<file path="src/rtl/multiplier_arbiter_if.sv">
// Bundle between two requesters, the arbiter and a shared sequential multiplier.
//   slave  : arbiter view (requests/operands/mul_done/mul_product in; acks, grants, result, multiplier drive out)
//   master : environment view (requesters and multiplier), directions mirrored
interface multiplier_arbiter_if #(
    parameter int unsigned WIDTH = 4
);
    logic                 req0;
    logic                 req1;
    logic [WIDTH-1:0]     a0;
    logic [WIDTH-1:0]     b0;
    logic [WIDTH-1:0]     a1;
    logic [WIDTH-1:0]     b1;
    logic                 ack0;
    logic                 ack1;
    logic                 err;
    logic [2*WIDTH-1:0]   result;
    logic                 grant0;
    logic                 grant1;
    logic                 busy;
    logic                 mul_start;
    logic [WIDTH-1:0]     mul_mcand;
    logic [WIDTH-1:0]     mul_mplier;
    logic                 mul_done;
    logic [2*WIDTH-1:0]   mul_product;

    modport slave (
        input  req0, req1, a0, b0, a1, b1, mul_done, mul_product,
        output ack0, ack1, err, result, grant0, grant1, busy,
               mul_start, mul_mcand, mul_mplier
    );

    modport master (
        output req0, req1, a0, b0, a1, b1, mul_done, mul_product,
        input  ack0, ack1, err, result, grant0, grant1, busy,
               mul_start, mul_mcand, mul_mplier
    );
endinterface

</file>
<file path="src/rtl/multiplier_arbiter.sv">
// Round-robin arbiter sharing one sequential multiplier between two requesters.
//   clk : rising-edge clock
//   rst : asynchronous active-low reset
//   bus : multiplier_arbiter_if.slave (requests, operands, acks, grants, result/err,
//         busy, multiplier start/operands, multiplier done/product)
// A granted transaction runs IDLE -> LAUNCH -> WAIT -> RESP; WAIT gives up after
// TIMEOUT cycles and returns err=1 with a zero result.
module multiplier_arbiter #(
    parameter int unsigned WIDTH   = 4,
    parameter int unsigned TIMEOUT = 2 * WIDTH + 8
) (
    input  logic                    clk,
    input  logic                    rst,
    multiplier_arbiter_if.slave     bus
);
    localparam int unsigned PW = 2 * WIDTH;
    localparam int unsigned CW = $clog2(TIMEOUT + 1);

    typedef enum logic [1:0] {
        IDLE   = 2'd0,
        LAUNCH = 2'd1,
        WAIT   = 2'd2,
        RESP   = 2'd3
    } state_t;

    state_t            state;
    logic              last_served;
    logic [WIDTH-1:0]  mcand_q;
    logic [WIDTH-1:0]  mplier_q;
    logic [CW-1:0]     count;
    logic [PW-1:0]     result_q;
    logic              ack0_q;
    logic              ack1_q;
    logic              err_q;
    logic              grant0_q;
    logic              grant1_q;
    logic              busy_q;
    logic              start_q;

    // Requester 1 wins when alone, or on a tie when requester 0 was served last.
    logic pick1_c;
    assign pick1_c = bus.req1 & (~bus.req0 | ~last_served);

    logic [CW-1:0] count_inc_c;
    assign count_inc_c = count + CW'(1);

    // Transaction sequencer; every output is a register set on the transition into its state.
    always_ff @(posedge clk or negedge rst) begin
        if (!rst) begin
            state       <= IDLE;
            last_served <= 1'b1;
            mcand_q     <= '0;
            mplier_q    <= '0;
            count       <= '0;
            result_q    <= '0;
            ack0_q      <= 1'b0;
            ack1_q      <= 1'b0;
            err_q       <= 1'b0;
            grant0_q    <= 1'b0;
            grant1_q    <= 1'b0;
            busy_q      <= 1'b0;
            start_q     <= 1'b0;
        end else begin
            case (state)
                IDLE: begin
                    if (bus.req0 || bus.req1) begin
                        state       <= LAUNCH;
                        busy_q      <= 1'b1;
                        start_q     <= 1'b1;
                        grant0_q    <= ~pick1_c;
                        grant1_q    <= pick1_c;
                        last_served <= pick1_c;
                        mcand_q     <= pick1_c ? bus.a1 : bus.a0;
                        mplier_q    <= pick1_c ? bus.b1 : bus.b0;
                    end
                end
                LAUNCH: begin
                    state   <= WAIT;
                    start_q <= 1'b0;
                    count   <= '0;
                end
                WAIT: begin
                    // A done in the final allowed cycle still counts as success.
                    if (bus.mul_done) begin
                        state    <= RESP;
                        result_q <= bus.mul_product;
                        err_q    <= 1'b0;
                        ack0_q   <= grant0_q;
                        ack1_q   <= grant1_q;
                    end else if (count_inc_c == CW'(TIMEOUT)) begin
                        state    <= RESP;
                        count    <= count_inc_c;
                        result_q <= '0;
                        err_q    <= 1'b1;
                        ack0_q   <= grant0_q;
                        ack1_q   <= grant1_q;
                    end else begin
                        count <= count_inc_c;
                    end
                end
                RESP: begin
                    state    <= IDLE;
                    ack0_q   <= 1'b0;
                    ack1_q   <= 1'b0;
                    err_q    <= 1'b0;
                    grant0_q <= 1'b0;
                    grant1_q <= 1'b0;
                    busy_q   <= 1'b0;
                end
                default: begin
                    state <= IDLE;
                end
            endcase
        end
    end

    assign bus.ack0       = ack0_q;
    assign bus.ack1       = ack1_q;
    assign bus.err        = err_q;
    assign bus.result     = result_q;
    assign bus.grant0     = grant0_q;
    assign bus.grant1     = grant1_q;
    assign bus.busy       = busy_q;
    assign bus.mul_start  = start_q;
    assign bus.mul_mcand  = mcand_q;
    assign bus.mul_mplier = mplier_q;
endmodule
</file>
<file path="src/flat_wrapper.sv">
// flat-port wrapper written by rule: the top's interface ports become plain ports
module multiplier_arbiter_flat 
#(
    parameter int unsigned WIDTH   = 4,
    parameter int unsigned TIMEOUT = 2 * WIDTH + 8
)
  (clk, rst, bus_req0, bus_req1, bus_a0, bus_b0, bus_a1, bus_b1, bus_mul_done, bus_mul_product, bus_ack0, bus_ack1, bus_err, bus_result, bus_grant0, bus_grant1, bus_busy, bus_mul_start, bus_mul_mcand, bus_mul_mplier);
  multiplier_arbiter_if #(.WIDTH(WIDTH)) bus_i ();
  input  logic clk;
  input  logic rst;
  input wire logic [$bits(bus_i.req0)-1:0] bus_req0;
  input wire logic [$bits(bus_i.req1)-1:0] bus_req1;
  input wire logic [$bits(bus_i.a0)-1:0] bus_a0;
  input wire logic [$bits(bus_i.b0)-1:0] bus_b0;
  input wire logic [$bits(bus_i.a1)-1:0] bus_a1;
  input wire logic [$bits(bus_i.b1)-1:0] bus_b1;
  input wire logic [$bits(bus_i.mul_done)-1:0] bus_mul_done;
  input wire logic [$bits(bus_i.mul_product)-1:0] bus_mul_product;
  output wire logic [$bits(bus_i.ack0)-1:0] bus_ack0;
  output wire logic [$bits(bus_i.ack1)-1:0] bus_ack1;
  output wire logic [$bits(bus_i.err)-1:0] bus_err;
  output wire logic [$bits(bus_i.result)-1:0] bus_result;
  output wire logic [$bits(bus_i.grant0)-1:0] bus_grant0;
  output wire logic [$bits(bus_i.grant1)-1:0] bus_grant1;
  output wire logic [$bits(bus_i.busy)-1:0] bus_busy;
  output wire logic [$bits(bus_i.mul_start)-1:0] bus_mul_start;
  output wire logic [$bits(bus_i.mul_mcand)-1:0] bus_mul_mcand;
  output wire logic [$bits(bus_i.mul_mplier)-1:0] bus_mul_mplier;
  assign bus_i.req0 = bus_req0;
  assign bus_i.req1 = bus_req1;
  assign bus_i.a0 = bus_a0;
  assign bus_i.b0 = bus_b0;
  assign bus_i.a1 = bus_a1;
  assign bus_i.b1 = bus_b1;
  assign bus_i.mul_done = bus_mul_done;
  assign bus_i.mul_product = bus_mul_product;
  assign bus_ack0 = bus_i.ack0;
  assign bus_ack1 = bus_i.ack1;
  assign bus_err = bus_i.err;
  assign bus_result = bus_i.result;
  assign bus_grant0 = bus_i.grant0;
  assign bus_grant1 = bus_i.grant1;
  assign bus_busy = bus_i.busy;
  assign bus_mul_start = bus_i.mul_start;
  assign bus_mul_mcand = bus_i.mul_mcand;
  assign bus_mul_mplier = bus_i.mul_mplier;
  multiplier_arbiter #(.WIDTH(WIDTH), .TIMEOUT(TIMEOUT)) u_core (.clk(clk), .rst(rst), .bus(bus_i));
endmodule
</file>
<file path="config.mk">
export PLATFORM = sky130hd
export DESIGN_NAME = multiplier_arbiter_flat
export DESIGN_NICKNAME = d
export VERILOG_FILES = /design/src/rtl/multiplier_arbiter_if.sv /design/src/rtl/multiplier_arbiter.sv /design/src/flat_wrapper.sv
export SDC_FILE = /design/constraint.sdc
export NUM_CORES = 1
export LEC_CHECK = 0
export ABC_AREA = 1
export CORE_MARGIN = 3
export CORE_UTILIZATION = 40
export DETAILED_ROUTE_END_ITERATION = 8
export PLACE_DENSITY = 0.76
export REMOVE_ABC_BUFFERS = 1
export SLEW_MARGIN = 15
export SYNTH_ARGS = -nofsm -noshare
export SYNTH_HDL_FRONTEND = slang
export SYNTH_SLANG_ARGS = --single-unit
</file>
<file path="constraint.sdc">
create_clock -name clk -period 2.05 [get_ports clk]
set_clock_uncertainty 0.05 [all_clocks]
set_input_delay 0.3075 -clock clk [delete_from_list [all_inputs] [get_ports clk]]
set_output_delay 0.3075 -clock clk [all_outputs]
set_load 0.01 [all_outputs]
</file>
==> summary.md, run 1 <==
| Metric | Value |
|---|---|
| Die ar. | `4520 µm²` |
| Fin crit share | `75.2%` |
| Largest stage delay, worst path | `0.54 ns` |
| Worst slack, placed | `0.359 ns` |
| Synth unique cells | `21` |
| Element type at the critical path start | `flop` |
| Seq pwr share | `35.8%` |
| Via density per instance | `4.79` |
| Yosys warns | `0` |
| Comb pwr share | `46.5%` |
| Cts repair resizes | `0` |
| Fin nets | `267` |
| Crit end category | `output pin` |
| Mapped cell area | `1500 µm²` |
| Total core area | `3470 µm²` |
| Critical path type | `flop to output pin` |
| Fillcell total | `318` |
| VDD IR max | `756 µV` |
| LEAKAGE | `1.04 nW` |
| 1st-iter DRT viols | `55` |
| Share of layout cells above drive strength 1 | `10.7%` |
| CP bufs+invs | `1` |
| Fin worst setup slack | `0.508 ns` |
| Final hold vios | `0` |
| Number of global-route vias before repair | `1278` |
| Die width | `67.2 µm` |
| Worst-skew pair later-pin latency | `0.28 ns` |
| Outcome | `complete, no violations` |
| Net Sw Power | `1.09 mW` |
| Final Critical Period | `1.54 ns` |
| DR WL/cell | `11.4 µm` |
| Fin Hold WS | `0.359 ns` |
| Mapped Cells | `174` |
| Root buf cell | `clkbuf_8` |
| Syn avg cell area | `8.62 µm²` |
| Drt total wl | `3.18 mm` |
| Worst-path clk slew | `0.06 ns` |
| Initial Util | `43.3%` |
| Int Power | `1.86 mW` |
| Vias | `1341` |
| Critical Path Slowest Stage Cell | `clkdlybuf4s50_1` |
| DRC Markers | `0` |
| Synth Flop Type | `dfrtp_1` |
| Antenna violations before repair | `0` |
| RSZ-0062 raised after global routing | `false` |
| Worst Path Max Fanout | `2` |
| EDFF count, synth | `0` |
| Synth cell count leaders | `nand2_1, dfrtp_1, inv_1, o21ai_0, nor2_1` |
| Port Buffers | `51` |
| Max-slew violations | `0` |
| Flop and latch count out of synthesis | `31` |
| Top-count cell post-synth | `nand2_1` |
| Seq/Total Area, Yosys | `51.8%` |
| Detailed Place HPWL | `2.47 mm` |
| Synth top area share | `50.0%` |
| Cell taking the most area after synthesis | `dfrtp_1` |
| Switch share | `37.1%` |
| Final Wtd Congestion | `0.831` |
| Max Cap Violations | `0` |
| CP Cell Sequence | `clkdlybuf4s50_1` |
| Hold Crit Class | `input port to async pin` |
| CTS sink count | `31` |
| Htree depth | `2` |
| Largest net degree at the start of global routing | `32` |
| Area grow syn2layout | `45.0%` |
| Clk buf depth | `2` |
| Setup_tns | `0 ns` |
| Asr flop ratio synth | `100%` |
| CTS tree | `yes` |
| Crit. path cell count | `1` |
| DRT antenna net count | `0` |
| Family with the most delay on the worst path | `buffers and inverters` |
| CTS Buf Count | `5` |
| Setup bufs post-CTS | `0` |
| GRT Util Overall | `16.5%` |
| Worst Reg-to-Reg Cells | `7` |
| # rows | `21` |
| Tightest Pin Transition | `0.382 ns` |
| Chip height | `67.2 µm` |
| GR Overflow Total | `0` |
| Clock network fraction of design power | `17.7%` |
| First-pass GRT wire length | `5.41 mm` |
| Power density over the cells | `1360 nW/µm²` |
| Drt first pass iters | `4` |
| Worst EP arrival | `1.18 ns` |
| Slew headroom | `74.5%` |
| CTS Hold Bufs | `0` |
| Final Core Density | `62.7%` |
| N_diodes | `0` |
| Setup violations, final | `0` |
| F_max | `648 MHz` |
| Worst Path Required | `1.69 ns` |
| Top-level I/O count | `52` |
| Largest cells by area after synthesis | `dfrtp_1, nand2_1, o21ai_0, inv_1, ha_1` |
-- power by group through the flow --
stage | clock, mW | sequential (mW) | combinational, mW
after floorplan | 0 | 1.14 | 0.663
after global placement | 0 | 1.06 | 1.37
after detailed placement | 0 | 1.07 | 1.39
after CTS | 0.532 | 1.06 | 1.40
after global routing | 0.566 | 1.09 | 1.54
final | 0.523 | 1.06 | 1.37
-- sequential cells by signal, indices dropped and copies added (netlist names) --
register               flops
u_core.bus.result          8
u_core.bus.ack0            1
u_core.bus.ack1            1
u_core.bus.mul_mplier      4
u_core.bus.busy            1
u_core.bus.err             1
u_core.count               5
u_core.state               2
u_core.bus.mul_mcand       4
u_core.last_served         1
u_core.bus.grant1          1
u_core.bus.grant0          1
u_core.bus.mul_start       1
-- layer usage --
metal	GRT usage [%]	part of all wire (%)	vias up
li1	-	-	674
met1	18.2	43	618
met2	27.1	49	40
met3	5.32	5.2	9
met4	10.6	2.7	0
met5	0	0	-
-- layout make-up --
class | count | area, µm² | area share, %
well taps | 46 | 57.6 | 2.65
flip-flops and latches | 31 | 777 | 35.7
multi-input cells | 121 | 637 | 29.3
repair buffers | 53 | 526 | 24.2
clock buffers | 8 | 100 | 4.60
inverters | 21 | 78.8 | 3.62
-- worst paths after layout --
path                                               from                      end  slack (ns)
worst max register to register          u_core.state[0]          u_core.state[0]        0.51
worst min-delay path                                rst  u_core.bus.mul_mcand[2]        0.36
worst max-delay path            u_core.bus.mul_mcand[0]         bus_mul_mcand[0]        0.51
min in group clk                        u_core.bus.ack0          u_core.bus.ack0        0.42
max in group asynchronous                           rst       u_core.last_served        1.27
worst min register to register          u_core.bus.ack0          u_core.bus.ack0        0.42
-- layout by cell type, fill, tap and decap left out, drive strengths merged --
master          n
nor2           14
a21oi           1
clkbuf          8
ha              5
dfrtp          30
buf             2
nand3           7
nor3            1
dfstp           1
o32ai           1
clkdlybuf4s50  51
o22ai           4
inv            21
nand2          64
nand4           2
o21ai          22
-- through the flow --
step	std cells	cell area [µm²]	power [mW]
global placement	272	2080	2.43
finish	280	2180	2.95
floorplan	173	1490	1.80
CTS	280	2180	2.99
detailed placement	272	2080	2.46
global route	280	2180	3.20
-- cell families after synthesis --
family | Yosys count | share of synthesized area, %
simple gates | 88 | 27.6
fa+ha+maj | 5 | 4.17
compound gates | 28 | 10.7
flops | 31 | 51.8
buf+inv | 22 | 5.75
(Power assumes the default switching activity.)
==> run 2, diff against run 1 <==
Clock period 2.05 ns to 1.6 ns, I/O delays scaled along.
==> summary.md, run 2 (synthesis gave the netlist of run 1 again) <==
| Metric | Value |
|---|---|
| Outcome | `complete, no violations` |
| Placed Area | `2100 µm² (+1.3%)` |
| CTS Buf Count | `5 (unchanged)` |
| Setup bufs post-CTS | `0 (unchanged)` |
| CTS Hold Bufs | `0 (unchanged)` |
| Worst-skew pair later-pin latency | `0.28 ns (about the same)` |
| Register area | `777 µm² (unchanged)` |
| Comb pwr share | `48.2% (+1.7 points)` |
| Top Metal Used | `met4` |
| Port Buffers | `51 (unchanged)` |
| Root buf cell | `clkbuf_8` |
| Slew headroom | `78.4% (+3.8 points)` |
| Via density per instance | `4.69 (-2.2%)` |
| Seq pwr share | `35.4% (-0.4 points)` |
| Final Core Density | `63.8% (+1.1 points)` |
| Htree depth | `2 (unchanged)` |
| Vias | `1326 (-1.1%)` |
| CP Cell Sequence | `clkdlybuf4s50_1` |
| Drt first pass iters | `5 (+1)` |
| Worst Path Max Fanout | `2 (unchanged)` |
| Element type at the critical path start | `flop` |
| GR Overflow Total | `0 (unchanged)` |
| Power density over the cells | `1730 nW/µm² (+27%)` |
| Setup violations, final | `0 (unchanged)` |
| Max Cap Violations | `0 (unchanged)` |
| GRT Util Overall | `17.2% (+0.74 points)` |
| DR WL/cell | `11.9 µm (+4.4%)` |
| Layout Cells excl Fill | `283 (+1.1%)` |
| Final hold vios | `0 (unchanged)` |
| RSZ-0062 raised after global routing | `false` |
| Largest net degree at the start of global routing | `32 (unchanged)` |
| Final Critical Period | `1.48 ns` |
| Detailed Place HPWL | `2.49 mm (+0.88%)` |
| Max-slew violations | `0 (unchanged)` |
| Die ar. | `4520 µm² (unchanged)` |
| Total core area | `3470 µm² (unchanged)` |
| Met1 WL | `1.49 mm (+7.9%)` |
| CTS tree | `yes` |
| DRC Markers | `0 (unchanged)` |
| LEAKAGE | `1.05 nW (+0.89%)` |
| Int Power | `2.37 mW (+28%)` |
| CP bufs+invs | `1 (unchanged)` |
| First-pass GRT wire length | `5.67 mm (+4.8%)` |
| Top-level I/O count | `52 (unchanged)` |
| Cells after DPL | `274 (+0.74%)` |
| VDD IR max | `889 µV (+18%)` |
| Setup_tns | `0 ns (unchanged)` |
| DRT antenna net count | `0 (unchanged)` |
| Clock network fraction of design power | `16.4% (-1.3 points)` |
| Family with the most delay on the worst path | `buffers and inverters` |
| F_max | `677 MHz` |
| Initial Util | `43.3% (unchanged)` |
| WL met3 | `154 µm (-6.1%)` |
| Largest stage delay, worst path | `0.55 ns (about the same)` |
| Final Wtd Congestion | `0.794 (-4.5%)` |
| Switch share | `37.9% (+0.78 points)` |
| CTS sink count | `31 (unchanged)` |
| Commonest non-fill, non-tap cell in the layout | `nand2_1` |
| Crit end category | `output pin` |
| Die width | `67.2 µm (unchanged)` |
| Commonest non-fill, non-tap cells in the layout | `nand2_1, clkdlybuf4s50_1, dfrtp_1, inv_1, o21ai_0` |
| Fillcell total | `322 (+1.3%)` |
| Tightest Pin Transition | `0.321 ns (-0.0605 ns)` |
| Fin crit share | `92.3%` |
| Worst-path clk slew | `0.07 ns (about the same)` |
| Worst Path Required | `1.31 ns (-0.38 ns)` |
| Drt total wl | `3.36 mm (+5.5%)` |
| Wire length on met2 | `1.65 mm (+6.6%)` |
| Critical path type | `flop to output pin` |
| Share of layout cells above drive strength 1 | `13.5% (+2.8 points)` |
| # rows | `21 (unchanged)` |
| Worst EP arrival | `1.19 ns (about the same)` |
| Chip height | `67.2 µm (unchanged)` |
| Area grow syn2layout | `47.5%` |
| Largest register FFs | `8 (unchanged)` |
| Fin nets | `270 (+1.1%)` |
| 1st-iter DRT viols | `41 (-25%)` |
| Number of global-route vias before repair | `1276 (-0.16%)` |
| Area of the multi-input gates | `648 µm² (+1.8%)` |
| Clk buf depth | `2 (unchanged)` |
| Critical Path Slowest Stage Cell | `clkdlybuf4s50_1` |
| Fin Hold WS | `0.272 ns (-0.0878 ns)` |
| Design area | `2210 µm² (+1.7%)` |
| Hold Crit Class | `input port to async pin` |
| N_diodes | `0 (unchanged)` |
| Net Sw Power | `1.45 mW (+32%)` |
| Antenna violations before repair | `0 (unchanged)` |
## run 2: cell types whose count changed in the layout (fill, tap and decap cells not counted)
cell,delta
ha_1,-1
nor3_1,-1
o21ai_1,-1
o21ai_2,+1
buf_4,+1
clkinvlp_4,+1
inv_1,-1
buf_12,+1
clkbuf_8,-1
clkinv_2,+1
inv_2,+1
nor3_2,+1
ha_2,+1
## run 2: final timing paths
kind,startpoint,endpoint,slack [ns],depth (start not counted)
min reg2reg,u_core.bus.err,u_core.bus.err,0.42,2
max reg2reg,u_core.state[0],u_core.bus.mul_start,0.14,6
min,rst,u_core.bus.mul_mplier[2],0.27,2
max,u_core.bus.mul_mplier[3],bus_mul_mplier[3],0.12,1
min in group clk,u_core.bus.err,u_core.bus.err,0.42,2
max in group asynchronous,rst,u_core.last_served,1.00,2
## run 2: per-stage QoR
stage | setup slack [ns] | total power [mW]
CTS | 0.0940 | 3.84
global route | 0.0192 | 4.16
global placement | 0.0972 | 3.13
finish | 0.123 | 3.82
floorplan | 0.115 | 2.31
detailed placement | 0.0277 | 3.18
## run 2: area by class of cell
cell class              count  area share, %
clock inverters             1          0.226
well taps                  46           2.60
flip-flops and latches     31           35.1
repair buffers             55           25.0
inverters                  21           3.56
multi-input cells         121           29.3
clock buffers               7           3.90
repair inverters            1          0.339
## run 2: power groups by stage
| stage | clock network (mW) | registers [mW] | logic (mW) |
|---|---|---|---|
| finish | 0.626 | 1.35 | 1.84 |
| global route | 0.686 | 1.40 | 2.07 |
| CTS | 0.645 | 1.35 | 1.84 |
| detailed placement | 0 | 1.36 | 1.82 |
| global placement | 0 | 1.36 | 1.77 |
| floorplan | 0 | 1.46 | 0.849 |
## run 2: timing repair
item,4_1_cts,5_1_grt
resized for setup,1,4
endpoints found under the setup margin,1,11
gates cloned,0,1
## run 2: per-layer routing
| layer | track usage [%] | up-vias |
|---|---|---|
| met5 | 0 | - |
| met4 | 7.59 | 0 |
| met3 | 5.32 | 4 |
| met2 | 28.8 | 34 |
| met1 | 20.2 | 609 |
| li1 | - | 679 |
